<file path="config.mk">
export PLATFORM = sky130hd
export DESIGN_NAME = muldiv_ctrl_flat
export DESIGN_NICKNAME = d
export VERILOG_FILES = /design/src/rtl/muldiv_ctrl_pkg.sv /design/src/rtl/muldiv_ctrl_if.sv /design/src/rtl/muldiv_ctrl_div_step.sv /design/src/rtl/muldiv_ctrl.sv /design/src/flat_wrapper.sv
export SDC_FILE = /design/constraint.sdc
export NUM_CORES = 2
export LEC_CHECK = 0
export BUFFER_PORTS_ARGS = -buffer_cell sky130_fd_sc_hd__buf_2
export CAP_MARGIN = 40
export CELL_PAD_IN_SITES_DETAIL_PLACEMENT = 1
export CELL_PAD_IN_SITES_GLOBAL_PLACEMENT = 1
export CORE_ASPECT_RATIO = 1.2
export CORE_MARGIN = 5
export CORE_UTILIZATION = 34
export DETAILED_ROUTE_END_ITERATION = 8
export HOLD_SLACK_MARGIN = 0.05
export MAX_ROUTING_LAYER = met4
export PLACE_DENSITY = 0.6
export SLEW_MARGIN = 20
export SYNTH_ARGS = -nofsm -noshare
export SYNTH_HDL_FRONTEND = slang
export SYNTH_SLANG_ARGS = --single-unit
</file>
<file path="constraint.sdc">
create_clock -name clk -period 8.1 [get_ports clk]
set_clock_uncertainty 0.1 [all_clocks]
set_input_delay 2.43 -clock clk [delete_from_list [all_inputs] [get_ports clk]]
set_output_delay 2.43 -clock clk [all_outputs]
set_load 0.05 [all_outputs]
</file>
<file path="src/rtl/muldiv_ctrl_pkg.sv">
// Shared definitions for the HI/LO multiply/divide controller: widths,
// operation codes, FSM states and the small sign-handling helpers.
package muldiv_ctrl_pkg;

    localparam int W_FUNC    = 5;
    localparam int W_DATA    = 32;
    localparam int DIV_ITERS = 32;

    localparam logic [W_FUNC-1:0] FUNC_NONE = 5'b00000;
    localparam logic [W_FUNC-1:0] FUNC_MUL  = 5'b00001;
    localparam logic [W_FUNC-1:0] FUNC_DIV  = 5'b00010;

    typedef enum logic [1:0] {
        IDLE = 2'd0,
        MUL  = 2'd1,
        DIV  = 2'd2,
        FIX  = 2'd3
    } state_t;

    function automatic logic [W_DATA-1:0] abs_val(input logic [W_DATA-1:0] v,
                                                  input logic               is_signed);
        return (is_signed && v[W_DATA-1]) ? (~v + 1'b1) : v;
    endfunction

    function automatic logic [W_DATA-1:0] negate_if(input logic [W_DATA-1:0] v,
                                                    input logic               neg);
        return neg ? (~v + 1'b1) : v;
    endfunction

endpackage

</file>
<file path="src/rtl/muldiv_ctrl_if.sv">
// Request/response bundle between the pipeline (master) and the
// multiply/divide unit (slave).
interface muldiv_ctrl_if;
    import muldiv_ctrl_pkg::*;

    logic [W_FUNC-1:0] mulalu_func;
    logic              mulalu_sign;
    logic [W_DATA-1:0] source_a;
    logic [W_DATA-1:0] source_b;
    logic              hi_write;
    logic              lo_write;
    logic [W_DATA-1:0] wdata;
    logic              flush;
    logic [W_DATA-1:0] hi;
    logic [W_DATA-1:0] lo;
    logic              stall;

    modport master (
        output mulalu_func, mulalu_sign, source_a, source_b,
        output hi_write, lo_write, wdata, flush,
        input  hi, lo, stall
    );

    modport slave (
        input  mulalu_func, mulalu_sign, source_a, source_b,
        input  hi_write, lo_write, wdata, flush,
        output hi, lo, stall
    );

endinterface

</file>
<file path="src/rtl/muldiv_ctrl_div_step.sv">
// One restoring radix-2 division iteration on a packed {remainder, quotient}
// register: shift left, trial-subtract the divisor, keep or restore.
module div_step
    import muldiv_ctrl_pkg::*;
(
    input  logic [2*W_DATA-1:0] rq,
    input  logic [W_DATA-1:0]   divisor,
    output logic [2*W_DATA-1:0] rq_next
);

    logic [W_DATA:0] partial;
    logic [W_DATA:0] diff;

    // Remainder stays below the divisor, so the 33-bit borrow is an exact compare.
    assign partial = rq[2*W_DATA-1:W_DATA-1];
    assign diff    = partial - {1'b0, divisor};

    always_comb begin
        rq_next = {partial[W_DATA-1:0], rq[W_DATA-2:0], 1'b0};
        if (!diff[W_DATA]) begin
            rq_next = {diff[W_DATA-1:0], rq[W_DATA-2:0], 1'b1};
        end
    end

endmodule

</file>
<file path="src/rtl/muldiv_ctrl.sv">
// Multi-cycle multiply/divide unit owning the architectural HI/LO registers;
// holds the pipeline via stall while an operation is in flight.
module muldiv_ctrl
    import muldiv_ctrl_pkg::*;
#(
    parameter int MUL_CYCLES = 1
) (
    input  logic         clk,
    input  logic         rst_n,
    muldiv_ctrl_if.slave bus
);

    state_t              state, state_next;
    logic [4:0]          cnt;
    logic                req_valid, accept, stall_c;
    logic                mul_last, div_last;
    logic [W_DATA-1:0]   op_a, op_b;
    logic                neg_q, neg_r, div_zero;
    logic [2*W_DATA-1:0] rq, rq_next;
    logic [2*W_DATA-1:0] prod_mag, prod;
    logic [W_DATA-1:0]   quo_fix, rem_fix;

    assign req_valid = (bus.mulalu_func != FUNC_NONE);
    assign accept    = (state == IDLE) && req_valid && !bus.flush;
    assign mul_last  = (state == MUL) && (cnt == 5'(MUL_CYCLES - 1));
    assign div_last  = (cnt == 5'(DIV_ITERS - 1));
    assign bus.stall = stall_c;

    always_ff @(posedge clk or negedge rst_n) begin
        if (!rst_n) begin
            state <= IDLE;
        end else begin
            state <= state_next;
        end
    end

    always_comb begin
        state_next = state;
        stall_c    = 1'b0;
        case (state)
            IDLE: begin
                if (accept) begin
                    stall_c = 1'b1;
                    if (bus.mulalu_func == FUNC_MUL) begin
                        state_next = MUL;
                    end else if (bus.source_b == '0) begin
                        state_next = FIX;
                    end else begin
                        state_next = DIV;
                    end
                end
            end
            MUL: begin
                stall_c = 1'b1;
                if (mul_last) state_next = IDLE;
            end
            DIV: begin
                stall_c = 1'b1;
                if (div_last) state_next = FIX;
            end
            FIX: begin
                stall_c    = 1'b1;
                state_next = IDLE;
            end
            default: state_next = IDLE;
        endcase
        if (bus.flush) state_next = IDLE;
    end

    always_ff @(posedge clk or negedge rst_n) begin
        if (!rst_n) begin
            cnt <= '0;
        end else if (state_next != state) begin
            cnt <= '0;
        end else if (state == MUL || state == DIV) begin
            cnt <= cnt + 5'd1;
        end
    end

    // Operand capture: magnitudes plus sign flags, so the sources are free afterwards.
    always_ff @(posedge clk) begin
        if (accept) begin
            op_a     <= abs_val(bus.source_a, bus.mulalu_sign);
            op_b     <= abs_val(bus.source_b, bus.mulalu_sign);
            neg_q    <= bus.mulalu_sign & (bus.source_a[W_DATA-1] ^ bus.source_b[W_DATA-1]);
            neg_r    <= bus.mulalu_sign & bus.source_a[W_DATA-1];
            div_zero <= (bus.source_b == '0);
            rq       <= {{W_DATA{1'b0}}, abs_val(bus.source_a, bus.mulalu_sign)};
        end else if (state == DIV) begin
            rq <= rq_next;
        end
    end

    div_step u_div_step (
        .rq      (rq),
        .divisor (op_b),
        .rq_next (rq_next)
    );

    assign prod_mag = {{W_DATA{1'b0}}, op_a} * {{W_DATA{1'b0}}, op_b};
    assign prod     = neg_q ? (~prod_mag + 1'b1) : prod_mag;
    assign quo_fix  = negate_if(rq[W_DATA-1:0], neg_q);
    assign rem_fix  = negate_if(rq[2*W_DATA-1:W_DATA], neg_r);

    always_ff @(posedge clk or negedge rst_n) begin
        if (!rst_n) begin
            bus.hi <= '0;
            bus.lo <= '0;
        end else if (!bus.flush) begin
            if (state == IDLE) begin
                if (bus.hi_write) bus.hi <= bus.wdata;
                if (bus.lo_write) bus.lo <= bus.wdata;
            end else if (mul_last) begin
                bus.hi <= prod[2*W_DATA-1:W_DATA];
                bus.lo <= prod[W_DATA-1:0];
            end else if (state == FIX && !div_zero) begin
                bus.hi <= rem_fix;
                bus.lo <= quo_fix;
            end
        end
    end

endmodule

</file>
<file path="src/flat_wrapper.sv">
// flat-port wrapper written by rule: the top's interface ports become plain ports
module muldiv_ctrl_flat import muldiv_ctrl_pkg::*;
#(
    parameter int MUL_CYCLES = 1
)
  (clk, rst_n, bus_mulalu_func, bus_mulalu_sign, bus_source_a, bus_source_b, bus_hi_write, bus_lo_write, bus_wdata, bus_flush, bus_hi, bus_lo, bus_stall);
  muldiv_ctrl_if bus_i ();
  input  logic clk;
  input  logic rst_n;
  input wire logic [$bits(bus_i.mulalu_func)-1:0] bus_mulalu_func;
  input wire logic [$bits(bus_i.mulalu_sign)-1:0] bus_mulalu_sign;
  input wire logic [$bits(bus_i.source_a)-1:0] bus_source_a;
  input wire logic [$bits(bus_i.source_b)-1:0] bus_source_b;
  input wire logic [$bits(bus_i.hi_write)-1:0] bus_hi_write;
  input wire logic [$bits(bus_i.lo_write)-1:0] bus_lo_write;
  input wire logic [$bits(bus_i.wdata)-1:0] bus_wdata;
  input wire logic [$bits(bus_i.flush)-1:0] bus_flush;
  output wire logic [$bits(bus_i.hi)-1:0] bus_hi;
  output wire logic [$bits(bus_i.lo)-1:0] bus_lo;
  output wire logic [$bits(bus_i.stall)-1:0] bus_stall;
  assign bus_i.mulalu_func = bus_mulalu_func;
  assign bus_i.mulalu_sign = bus_mulalu_sign;
  assign bus_i.source_a = bus_source_a;
  assign bus_i.source_b = bus_source_b;
  assign bus_i.hi_write = bus_hi_write;
  assign bus_i.lo_write = bus_lo_write;
  assign bus_i.wdata = bus_wdata;
  assign bus_i.flush = bus_flush;
  assign bus_hi = bus_i.hi;
  assign bus_lo = bus_i.lo;
  assign bus_stall = bus_i.stall;
  muldiv_ctrl #(.MUL_CYCLES(MUL_CYCLES)) u_core (.clk(clk), .rst_n(rst_n), .bus(bus_i));
endmodule
</file>
==> impl_results.md <==
- Outcome: complete, but fails checks
- Violated checks: setup timing
- Top_reg_cell synth: edfxtp_1
- P&R area growth vs syn: 23.15%
- Area of the multi-input gates: 40240 µm²
- Syn Nets: 6891
- Max-cap violations: 0
- Endpoints failing hold: 0
- Tmin final: 8.904 ns
- CP Buf/Inv Count: 9
- Period utilisation layout: 109.9%
- Synth top area share: 37.07%
- Vias in the first global route: 46490
- Clock slew at reported path FFs: 0.06 ns
- Post-synth EDFFs: 99
- RD Place Congestion: 0.9004
- # DRC: 0
- Mapped cell area: 48440 µm²
- Most frequent cells in the layout: 949 x inv_1, 884 x fa_1, 786 x nand2_1
- CP Launch Type: flop
- GRT overflow: 0
- IO buf count: 171
- Initial Util: 34.28%
- Max-slew violations: 0
- H-tree depth: 1
- CTS Hold Buffers Added: 0
- Fillers: 16470
- Worst slew margin: 33.86%
- Total CTS buffers: 30
- Synthesis-stage register bit count: 202
- DR top layer: met4
- CP max FO: 8
- WP data arrival: 9.30 ns
- Vias per cell: 5.110
- Class of the worst hold path: flop to flop
- Area contributors post-synth: fa_1 37%, ha_1 8.0%, and2_1 7.6%, inv_1 7.4%, nand2_1 6.2%
- Hold Slack: 0.3917 ns
- Family with the most delay on the worst path: adder cells
- Total number of yosys warnings: 0
- Final Net Count: 7472
- Row count: 151
- Slowest stage delay, CP: 0.60 ns
- # IOs: 172
- Routed WL: 174300 µm
- Crit-path slowest cell: fa_1
- DRT iter0 DRCs: 1998
- Maximum clock frequency: 112.3 MHz
- Detail Placement HPWL: 146000 µm
- Worst endpoint required time: 8.49 ns
- Tightest Pin Transition: 0.9921 ns
- Pre-antenna DRT Iters: 5
- Most common cell after layout, fill and taps aside: inv_1
- RSZ-0062 raised after global routing: yes
- Die area: 150200 µm²
- Clk buf depth: 3
- Area of the core: 141300 µm²
- Met2 routed WL: 85480 µm
- Async set-reset flop share out of synthesis: 35.15%
- Die Height: 423.5 µm
- Die Width: 354.6 µm
- Worst-Skew Late Latency: 0.66 ns
- Total GRT Usage: 23.98%
- Routed Antenna Nets: 0
- Layout cell share with drive strength beyond 1: 20.28%
- Avg WL per Cell: 21.73 µm
- Reg area: 5390 µm²
- Setup TNS: -24.89 ns
- CTS tree: done
- Met3 WL: 5953 µm
- Cells after synthesis: 5579
- Sink Count: 202
- Met1 wire length: 79490 µm
- Crit path kind: flop to flop
- Initial antenna violation count: 6
- CTS root buffer: clkbuf_16
- Setup slack after layout: -0.8044 ns
- Vias: 40990
- Area leader, netlist: fa_1
- Largest net degree at the start of global routing: 67
- Synth unique cells: 99
- First-pass GRT wire length: 276200 µm
- CP dominant cell by count: fa_1
- Crit end category: flop
- Seq/Total Area, Yosys: 11.13%
- Mean Syn Cell Area: 8.683 µm²
- Endpoints failing setup: 43
==> metrics by stage <==
stage | setup WS [ns] | utilization (%) | instance area (µm²) | instances
finish | -0.8044 | 42.21 | 59660 | 8022
global route | -1.155 | 42.21 | 59650 | 8021
CTS | -0.7133 | 41.69 | 58920 | 7992
detailed placement | -1.440 | 39.60 | 55970 | 7884
global placement | -1.372 | 39.54 | 55880 | 7878
floorplan | -0.1245 | - | 48640 | 5579
==> layer usage <==
layer	vias to the layer above	GRT usage, %
li1	18640	-
met1	21490	32.23
met4	0	3.706
met3	157	1.925
met5	-	-
met2	704	40.69
==> flip-flops by register name, indices dropped and copies added (netlist names), 2 cells and up <==
name	flops
u_core.bus.lo	32
u_core.bus.hi	32
u_core.op_a	32
u_core.cnt	5
u_core.rq	64
u_core.state	2
u_core.op_b	32
==> worst min-delay path, stage by stage (launching register included) <==
cell     delay [ns]
dfrtp_1        0.34
nand2_1        0.05
o21ai_0        0.06
==> cell type report <==
cell class,count,area share (%)
antenna,3,0.01258
clock buffer,38,1.393
clock inverter,17,0.4300
inverter,956,6.019
multi-input combinational,4108,67.46
sequential,202,9.035
tap,1836,3.851
timing repair buffer,862,11.80
==> kinds of logic after synthesis <==
group / Yosys count / synth area share [%]
and+or+nand+nor: 1891 / 19.41
AOI/OAI and AO/OA: 784 / 10.31
DFF: 202 / 11.13
xor gates and xnor gates: 213 / 3.867
muxes: 15 / 0.3461
buffers and inverters: 1269 / 9.911
adders and majority gates: 1205 / 45.03
==> final timing paths <==
path	from	endpoint	slack (ns)	cells past startpoint
worst min-delay path	u_core.bus.lo[11]	u_core.bus.lo[11]	0.39	2
worst max-delay path	u_core.op_b[2]	u_core.bus.hi[31]	-0.80	32
max in group asynchronous	rst_n	u_core.bus.hi[26]	5.60	3
worst max register to register	u_core.op_b[2]	u_core.bus.hi[31]	-0.80	32
min in group asynchronous	rst_n	u_core.bus.lo[10]	1.69	2
worst min register to register	u_core.bus.lo[11]	u_core.bus.lo[11]	0.39	2
==> Yosys cell counts, types with 8 or more instances <==
| cell type | number |
|---|---|
| o41ai_1 | 11 |
| nor2_1 | 184 |
| o311ai_0 | 10 |
| or4_1 | 18 |
| a31oi_1 | 45 |
| nand2b_1 | 21 |
| nand3_1 | 61 |
| inv_1 | 956 |
| ha_1 | 308 |
| o21a_1 | 14 |
| o211ai_1 | 22 |
| o21ai_1 | 12 |
| a22oi_1 | 9 |
| nor4_1 | 13 |
| xor2_1 | 101 |
| a21oi_1 | 227 |
| o21ai_0 | 204 |
| clkbuf_1 | 288 |
| dfrtp_1 | 71 |
| nor2b_1 | 12 |
| xnor2_1 | 111 |
| edfxtp_1 | 99 |
| mux2i_1 | 10 |
| nand2_1 | 798 |
| buf_2 | 13 |
| fa_1 | 897 |
| and2_1 | 588 |
| a211oi_1 | 31 |
| o31ai_1 | 33 |
| a221oi_1 | 9 |
| and4_1 | 8 |
| dfxtp_1 | 32 |
| nor3_1 | 51 |
| o221ai_1 | 8 |
| or2_2 | 11 |
| a21o_1 | 37 |
| and3_1 | 32 |
| nand4_1 | 28 |
| or3_1 | 33 |
| o21bai_1 | 15 |
==> repair_timing <==
action	in CTS	in global routing
cloned	0	0
gates resized for setup	327	116
pin swaps	183	123
setup endpoints to repair	50	50
buffers inserted	65	32
Power is not shown: default switching activity piles up to over one toggle a cycle in this logic, so the estimate is an artifact.
